`src/rtl/mmio_io_bridge.sv`:
```
// Bridges a streaming producer/consumer pair onto the CPU's memory-mapped I/O words.
// The input side is a FIFO that the CPU pops by a snooped write; the output side captures on rising output_ready.
module mmio_io_bridge #(
  parameter int unsigned IN_DEPTH  = 4,
  parameter int unsigned OUT_DEPTH = 4,
  parameter logic [11:0] MMIO_BASE = 12'h800
) (
  input  logic        clk,
  input  logic        rst_n,
  input  logic [11:0] bus_addr,
  input  logic [31:0] bus_data,
  input  logic        bus_wr_en,
  input  logic [31:0] ext_in_data,
  input  logic        ext_in_valid,
  output logic        ext_in_ready,
  output logic [31:0] input_data,
  output logic [31:0] input_ready,
  input  logic [31:0] output_data,
  input  logic [31:0] output_ready,
  output logic [31:0] ext_out_data,
  output logic        ext_out_valid,
  input  logic        ext_out_ready,
  output logic        out_drop
);

  localparam int unsigned DW  = 32;
  localparam int unsigned IAW = $clog2(IN_DEPTH);
  localparam int unsigned OAW = $clog2(OUT_DEPTH);
  localparam int unsigned IPW = IAW + 1;
  localparam int unsigned OPW = OAW + 1;
  localparam logic [11:0] POP_ADDR = MMIO_BASE + 12'd4;

  // Input FIFO
  logic [DW-1:0]  in_mem [IN_DEPTH];
  logic [IAW:0]   in_wr_ptr, in_rd_ptr, in_wr_nxt, in_rd_nxt;
  logic           in_empty, in_full_nxt, in_push, in_pop;

  assign in_empty = (in_wr_ptr == in_rd_ptr);
  assign in_push  = ext_in_valid & ext_in_ready;
  assign in_pop   = bus_wr_en && (bus_addr == POP_ADDR) && !bus_data[0] && !in_empty;
  assign in_wr_nxt = in_wr_ptr + IPW'(in_push);
  assign in_rd_nxt = in_rd_ptr + IPW'(in_pop);
  assign in_full_nxt = (in_wr_nxt[IAW] != in_rd_nxt[IAW]) &&
                       (in_wr_nxt[IAW-1:0] == in_rd_nxt[IAW-1:0]);

  // Ready reflects post-edge occupancy, so a pop only re-opens it one edge later
  always_ff @(posedge clk) begin
    if (!rst_n) begin
      in_wr_ptr    <= '0;
      in_rd_ptr    <= '0;
      ext_in_ready <= 1'b0;
    end else begin
      in_wr_ptr    <= in_wr_nxt;
      in_rd_ptr    <= in_rd_nxt;
      ext_in_ready <= !in_full_nxt;
    end
  end

  always_ff @(posedge clk) begin
    if (rst_n && in_push) begin
      in_mem[in_wr_ptr[IAW-1:0]] <= ext_in_data;
    end
  end

  assign input_data  = in_empty ? '0 : in_mem[in_rd_ptr[IAW-1:0]];
  assign input_ready = {{(DW-1){1'b0}}, !in_empty};

  // Output FIFO
  logic [DW-1:0]  out_mem [OUT_DEPTH];
  logic [OAW:0]   out_wr_ptr, out_rd_ptr;
  logic           out_empty, out_full, out_push, out_pop, capture, prev_rdy;

  assign out_empty = (out_wr_ptr == out_rd_ptr);
  assign out_full  = (out_wr_ptr[OAW] != out_rd_ptr[OAW]) &&
                     (out_wr_ptr[OAW-1:0] == out_rd_ptr[OAW-1:0]);
  assign out_pop   = ext_out_valid & ext_out_ready;
  assign capture   = output_ready[0] & !prev_rdy;
  // A same-edge drain frees the slot the capture lands in
  assign out_push  = capture & (!out_full | out_pop);

  always_ff @(posedge clk) begin
    if (!rst_n) begin
      out_wr_ptr <= '0;
      out_rd_ptr <= '0;
      prev_rdy   <= 1'b1;
      out_drop   <= 1'b0;
    end else begin
      out_wr_ptr <= out_wr_ptr + OPW'(out_push);
      out_rd_ptr <= out_rd_ptr + OPW'(out_pop);
      prev_rdy   <= output_ready[0];
      out_drop   <= out_drop | (capture & out_full & !out_pop);
    end
  end

  always_ff @(posedge clk) begin
    if (rst_n && out_push) begin
      out_mem[out_wr_ptr[OAW-1:0]] <= output_data;
    end
  end

  assign ext_out_valid = !out_empty;
  assign ext_out_data  = out_empty ? '0 : out_mem[out_rd_ptr[OAW-1:0]];

  logic unused_bits;
  assign unused_bits = ^{output_ready[31:1], bus_data[31:1]};

endmodule

```
`config.mk`:
```
export PLATFORM = sky130hd
export DESIGN_NAME = mmio_io_bridge
export DESIGN_NICKNAME = d
export VERILOG_FILES = /design/src/rtl/mmio_io_bridge.sv
export SDC_FILE = /design/constraint.sdc
export NUM_CORES = 1
export LEC_CHECK = 0
export CORE_AREA = 4 4 160 162
export DETAILED_ROUTE_END_ITERATION = 8
export DIE_AREA = 0 0 164 166
export HOLD_SLACK_MARGIN = 0.1
export PLACE_DENSITY_LB_ADDON = 0.1
export SETUP_SLACK_MARGIN = 0.02
export SLEW_MARGIN = 20
export SYNTH_ARGS = -nofsm -noshare
export SYNTH_HDL_FRONTEND = slang
export SYNTH_SLANG_ARGS = --single-unit
```
`constraint.sdc`:
```
create_clock -name clk -period 4.4 [get_ports clk]
set_clock_uncertainty 0.05 [all_clocks]
set_input_delay 0.44 -clock clk [delete_from_list [all_inputs] [get_ports clk]]
set_output_delay 0.44 -clock clk [all_outputs]
set_load 0.01 [all_outputs]
```
==> results.toml, run 1 <==
[clocking]
ctsResizeCount = 0
clk_latency_ps = 520
cts_made_buffers = 28
cts_max_path_buffers = 3
postCtsSetupBuffers = 0
tritoncts = "built"
htree_num_levels = 1
clk_pin_slew_ps = 60
numClockSinks = 271
cts_root_buf = "clkbuf_16"
cts.hold.buffers_added = 0

[synth]
netlist_area_mm2 = 0.0108
synthTopCellsByArea = "edfxtp_1, mux4_2, nor2b_1, dfxtp_1, buf_4"
postSynthCellCount = 523
avgSynthCellArea_um2 = 20.6
synth_area_leader_cell = "edfxtp_1"
ys_warn_count = 0
synth_top_area_share_pct = 71.5
synth_ff_type = "edfxtp_1"
ys_seq_area_share_pct = 74.3
synth_edf_count = 256
synth_cell_type_count = 33
synthTopCellsByCount = "edfxtp_1, nor2b_1, mux4_2, buf_4, dfxtp_1"
async_flop_share_pct = 0
yosysMostFrequentCell = "edfxtp_1"
ys_ff_latch = 271

[power_and_ir_drop]
switching_share_pct = 20.5
irDropWorstVdd_v = 0.000381
p_leak_nw = 4.33
power_density_mw_per_mm2 = 408
power.switching_w = 0.00112
combinationalPowerShare_pct = 8.6
clockPowerShare_pct = 39.0
seqPwrFrac_pct = 52.4
p_int_w = 0.00435

[sta]
hold_viol = 0
fmax_mhz = 310
final.period_utilization_pct = 73.4
worst_slew_pin_slew_ps = 911
rsz0062_at_grt = "false"
finalSetupViolCount = 0
relSlewSlack_pct = 38.6
fin_crit_ps = 3230
drv_slew = 0
fin_tns_setup_ps = 0

[placement]
placed_area_mm2 = 0.0126
numPortBuffers = 150
gp_congestion = 0.692
dp_hpwl_um = 12600

[global_route]
grt-ovfl-total = 0
grt_start_max_net_pins = 35
antenna_found_initial = 1
grt_usage_pct = 14.9
grt_pass1_vias = 5609
grt_pass1_wl_um = 31600

[cells_and_area]
drive_above_1_share_pct = 18.7
nets = 847
antennaDiodeCount = 0
area_delta_synth_final_pct = 24.8
stdcell_area_mm2 = 0.0134

[floorplan]
core-area_mm2 = 0.0241
die_w_um = 164
start_util_pct = 44.6
ios = 244
die_area_mm2 = 0.0272
num_rows = 57
die_h_um = 166

[worst_setup_path]
critPathLaunchType = "register"
required_ps = 3910
path_max_fanout = 13
worstPathArrival_ps = 2740
critPathCaptureType = "output pin"
worst-setup-path-type = "reg2out"

[run_status]
outcome = "complete, no violations"

[drt]
drt_wl_total_um = 20300
drt_pass1_iterations = 4
viasPerCell = 4.98
routedWlPerCell_um = 19.5
vias = 5179
drc = 0
drt-initial-drc-count = 237
antenna_left = 0

[hold_path]
min_path_type = "reg2reg"

[run]
cap_violations = 0
## layout make-up
type / instances / area, µm²
inverter: 3 / 11.3
multi-input combinational: 224 / 2530
clock inverter: 11 / 51.3
sequential: 271 / 7990
tap: 324 / 405
fill: 1931 / 10700
timing repair buffer: 166 / 1640
clock buffer: 41 / 791
## worst max-delay path: stages (launching register included)
cell             delay [ps]
dfxtp_2                 640
buf_4                   370
mux4_2                  530
nor2b_1                 160
clkdlybuf4s50_1         510
## cell families after synthesis
logic type               synth area share (%)
XOR/XNOR                                 1.20
other                                  0.0349
AND/OR/NAND/NOR                          6.07
multiplexers                             13.4
flip-flops                               74.3
buffers and inverters                    3.80
adder cells (fa/ha/maj)                 0.931
AO/OA/AOI/OAI                           0.279
## sequential cells by signal, indices dropped and copies added, names as in the netlist
| name | flops |
|---|---|
| ext_in_ready | 1 |
| in_mem | 128 |
| out_drop | 1 |
| in_wr_ptr | 3 |
| out_wr_ptr | 3 |
| in_rd_ptr | 3 |
| prev_rdy | 1 |
| out_mem | 128 |
| out_rd_ptr | 3 |
## cell usage in the layout, fill, tap and decap left out, types with 2 or more instances in the layout
| cell | netlist | final |
|---|---|---|
| edfxtp_1 | 256 | 256 |
| clkdlybuf4s50_1 | 0 | 150 |
| nor2b_1 | 68 | 68 |
| mux4_2 | 64 | 64 |
| conb_1 | 1 | 31 |
| clkbuf_16 | 0 | 29 |
| buf_4 | 33 | 15 |
| and2_1 | 11 | 11 |
| dfxtp_1 | 15 | 11 |
| clkbuf_1 | 3 | 10 |
| ha_1 | 8 | 8 |
| xor2_1 | 7 | 7 |
| nand2_1 | 6 | 6 |
| clkinv_1 | 0 | 6 |
| xnor2_1 | 4 | 4 |
| clkinv_2 | 0 | 4 |
| dfxtp_2 | 0 | 4 |
| nor2_4 | 0 | 3 |
| xor2_2 | 2 | 2 |
| inv_1 | 2 | 2 |
| nor2_1 | 5 | 2 |
| nor3_2 | 1 | 2 |
| clkbuf_8 | 0 | 2 |
## per-layer routing
metal | vias up | GRT usage (%) | share of wire [%]
met3 | 28 | 3.30 | 5.4
met5 | - | 0 | 0.039
met1 | 2667 | 18.6 | 40
li1 | 2343 | - | -
met2 | 139 | 26.9 | 53
met4 | 2 | 2.99 | 2.0
## worst paths after layout
check	start	endpoint	slack [ps]	depth (start not counted)
setup / recovery	out_rd_ptr[0]	ext_out_data[0]	1170	4
hold / removal	out_drop	out_drop	420	2
setup reg to reg	out_rd_ptr[0]	out_wr_ptr[2]	1880	7
hold reg to reg	out_drop	out_drop	420	2
## power groups by stage
stage	sequential (W)	clock [W]	combinational [W]
after CTS	0.00287	0.00221	0.000481
after global placement	0.00292	0	0.000469
after global routing	0.00287	0.00231	0.000509
after detailed placement	0.00292	0	0.000478
final	0.00287	0.00213	0.000469
after floorplan	0.00291	0	0.000246
## metrics by stage
stage | hold WS [ps] | cells | worst slack [ps] | power [W] | util [%]
after floorplan | 429 | 553 | 781 | 0.00316 | -
after global placement | 398 | 987 | 1580 | 0.00339 | 52.1
after detailed placement | 416 | 987 | 1550 | 0.00340 | 52.1
after CTS | 426 | 1039 | 1060 | 0.00556 | 55.6
after global routing | 455 | 1040 | 985 | 0.00569 | 55.7
final | 420 | 1040 | 1170 | 0.00547 | 55.7
Power figures use the tool's default switching activity.
==> inputs of run 2 (changes only) <==
- clock period: 4.4 -> 2.9 ns (I/O delays scaled with it)
==> results.toml, run 2 (same netlist as run 1, synthesis figures left out) <==
[clocking]
tritoncts = "built"
clk_latency_ps = 520
cts_made_buffers = 28
cts.hold.buffers_added = 0
numClockSinks = 271
htree_num_levels = 1
cts_max_path_buffers = 3
clk_pin_slew_ps = 60
cts_root_buf = "clkbuf_16"

[floorplan]
core-area_mm2 = 0.0241
die_w_um = 164
start_util_pct = 44.6
die_h_um = 166
ios = 244
die_area_mm2 = 0.0272
num_rows = 57

[drt]
viasPerCell = 4.96
drt-initial-drc-count = 294
drc = 0
drt_pass1_iterations = 4
routedWlPerCell_um = 19.5
drt_wl_total_um = 20500
vias = 5219
antenna_left = 0

[cells_and_area]
finish.utilization_pct = 56.9
final-seq-area_mm2 = 0.00800
multi_input_area_mm2 = 0.00254
layout_commonest_cell = "edfxtp_1"
nets = 859
nFillCells = 1873
antennaDiodeCount = 0
drive_above_1_share_pct = 20.5
area_delta_synth_final_pct = 27.6
final_cell_mix = "edfxtp_1, clkdlybuf4s50_1, nor2b_1"

[global_route]
grt_pass1_vias = 5846
grt_start_max_net_pins = 33
grt_usage_pct = 15.4
antenna_found_initial = 0
grt_pass1_wl_um = 32500
grt-ovfl-total = 0

[sta]
rsz0062_at_grt = "false"
fin_tns_setup_ps = 0
fin_ws_ps = 160
hold_viol = 0
fin_crit_ps = 2740
drv_slew = 0
final.period_utilization_pct = 94.5
fmax_mhz = 365
finalSetupViolCount = 0

[power_and_ir_drop]
p_int_w = 0.00688
switching_share_pct = 19.9
irDropWorstVdd_v = 0.000399
combinationalPowerShare_pct = 8.6
seqPwrFrac_pct = 50.6
p_total_w = 0.00860
power_density_mw_per_mm2 = 627
p_leak_nw = 4.45
clockPowerShare_pct = 40.8
power.switching_w = 0.00171

[placement]
dp_hpwl_um = 13000
place_worst_setup_slack_ps = 436
numPortBuffers = 150
gp_congestion = 0.737

[worst_setup_path]
critPathCaptureType = "output pin"
required_ps = 2560
worstPathArrival_ps = 2400
path_max_fanout = 9
critPathLaunchType = "register"
worst-setup-path-type = "reg2out"

[hold_path]
min_path_type = "in2reg"

[run]
cap_violations = 0

[run_status]
outcome = "complete, no violations"
## run 2: worst max-delay path, cell delays in order, from the launching register on
cell	delay, ps
dfxtp_4	460
buf_4	260
mux4_2	520
nor2b_1	150
clkdlybuf4s50_1	480
## run 2: worst paths after layout
check,from,to,slack (ps),cells after the start
setup / recovery,in_rd_ptr[0],input_data[31],160,4
hold / removal,output_ready[0],prev_rdy,330,2
setup reg to reg,in_wr_ptr[0],ext_in_ready,530,9
hold reg to reg,out_drop,out_drop,410,2
## run 2: cell type report
| class | count | area share [%] |
|---|---|---|
| clock buffer | 41 | 5.76 |
| inverter | 3 | 0.0821 |
| sequential | 271 | 58.3 |
| multi-input combinational | 224 | 18.5 |
| timing repair buffer | 178 | 13.5 |
| clock inverter | 11 | 0.903 |
| tap | 324 | 2.96 |
## run 2: power groups by stage
stage	clock network (W)	registers, W	logic [W]
CTS	0.00361	0.00435	0.000762
global route	0.00380	0.00435	0.000808
finish	0.00351	0.00435	0.000743
floorplan	0	0.00442	0.000374
global placement	0	0.00443	0.000747
detailed placement	0	0.00443	0.000756
## run 2: repair_timing
action / 4_1_cts / 5_1_grt
pin swaps: 0 / 0
setup buffers: 0 / 0
resized for setup: 2 / 2
endpoints found under the setup margin: 32 / 16
## run 2: metal layers
| metal | global-route usage [%] | wire length, µm | up-vias |
|---|---|---|---|
| met5 | 0 | 0 | - |
| met4 | 3.90 | 497 | 0 |
| met3 | 3.77 | 1320 | 39 |
| met2 | 27.3 | 10600 | 143 |
| met1 | 18.8 | 8030 | 2670 |
| li1 | - | - | 2367 |
## run 2: metrics by stage
step | instances | hold slack (ps) | instance area [µm²]
floorplan | 553 | 339 | 10900
global placement | 1000 | 401 | 12800
detailed placement | 1000 | 403 | 12800
CTS | 1052 | 301 | 13700
global route | 1052 | 328 | 13700
finish | 1052 | 328 | 13700
==> inputs of run 3 (changes only) <==
- CORE_AREA: 4 4 160 162 -> 4 4 169 171
- DIE_AREA: 0 0 164 166 -> 0 0 173 175
==> results.toml, run 3 (same netlist as run 1, synthesis figures left out) <==
[cells_and_area]
nets = 851
layout_commonest_cell = "edfxtp_1"
fin_cells = 1061
area_delta_synth_final_pct = 26.9
nFillCells = 2175
drive_above_1_share_pct = 19.6
finish.utilization_pct = 50.8
final_cell_mix = "edfxtp_1, clkdlybuf4s50_1, nor2b_1"
stdcell_area_mm2 = 0.0136

[sta]
fmax_mhz = 365
finalSetupViolCount = 0
fin_crit_ps = 2740
rsz0062_at_grt = "false"
fin_tns_setup_ps = 0
fin_ws_ps = 158
final.period_utilization_pct = 94.6
drv_slew = 0
hold_viol = 0

[power_and_ir_drop]
p_leak_nw = 4.40
power_density_mw_per_mm2 = 620
irDropWorstVdd_v = 0.000500

[global_route]
grt_pass1_vias = 5566
grt_start_max_net_pins = 35
grt_usage_pct = 13.4
grt_pass1_wl_um = 31700
met3_usage_pct = 3.68
grt-ovfl-total = 0
busiest_layer = "met2"
use_met2_pct = 24.1
antenna_found_initial = 0
grt_use_met1_pct = 16.1

[drt]
drt_wl_total_um = 20700
routedWlPerCell_um = 19.5
viasPerCell = 4.90
drt_pass1_iterations = 4
drc = 0
vias = 5202
drt-initial-drc-count = 196
antenna_left = 0

[worst_setup_path]
critPathLaunchType = "register"
rr_worst_depth = 8
cp-startpoint = "in_wr_ptr[0]"
worstPathArrival_ps = 2400
reg2reg_from = "out_rd_ptr[2]"
critPathCaptureType = "output pin"
path_max_fanout = 25
worst-setup-path-type = "reg2out"
required_ps = 2560

[floorplan]
core-area_mm2 = 0.0269
die_area_mm2 = 0.0303
die_w_um = 173
die_h_um = 175
start_util_pct = 40.0
ios = 244
num_rows = 60

[clocking]
cts.hold.buffers_added = 0
numClockSinks = 271
ctsResizeCount = 0
postCtsSetupBuffers = 0
tritoncts = "built"
cts_max_path_buffers = 3
cts_made_buffers = 29
clk_latency_ps = 530
clk_pin_slew_ps = 60
cts_root_buf = "clkbuf_16"
htree_num_levels = 1

[run_status]
outcome = "complete, no violations"

[placement]
dp.cells = 1008
placed_area_mm2 = 0.0128
numPortBuffers = 150
place_worst_setup_slack_ps = 509
gp_congestion = 0.676
dp_hpwl_um = 12300

[hold_path]
min_path_type = "in2reg"
hp-start = "output_ready[0]"
worstHoldPathCells = 2

[run]
cap_violations = 0
==> run 3: worst paths after layout <==
kind	end	slack [ps]
worst max register to register	out_rd_ptr[2]	820
worst min-delay path	prev_rdy	320
worst min register to register	out_drop	430
worst max-delay path	input_data[2]	160
==> run 3: report_power, final <==
group          internal, W  switching (W)  leakage (nW)
logic             0.000413       0.000337          1.53
clock network      0.00200        0.00138         0.432
registers          0.00432      0.0000190          2.43
total              0.00673        0.00173          4.40
==> run 3: metrics by stage <==
stage / hold slack (ps) / power (W)
6_report: 324 / 0.00846
5_1_grt: 333 / 0.00880
4_1_cts: 304 / 0.00861
3_5_place_dp: 441 / 0.00519
3_3_place_gp: 436 / 0.00518
2_1_floorplan: 339 / 0.00479
==> run 3: layout make-up <==
type | instances | area [µm²] | area share (%)
well taps | 341 | 427 | 3.13
diodes | 2 | 5.00 | 0.0367
flip-flops and latches | 271 | 8000 | 58.6
multi-input cells | 224 | 2540 | 18.6
clock buffers | 35 | 748 | 5.48
inverters | 3 | 11.3 | 0.0825
repair buffers | 169 | 1800 | 13.2
clock inverters | 16 | 125 | 0.917
==> run 3: metal layers <==
metal	vias up	wire (µm)
met3	29	1280
met1	2662	8500
met2	160	10500
met4	0	379
met5	-	0
li1	2351	-
==> run 3: critical path, stage by stage, from the launching register on <==
cell,delay (ps)
dfxtp_2,430
xor2_1,260
nor3_4,80
buf_4,250
nor2b_1,260
clkdlybuf4s50_1,590
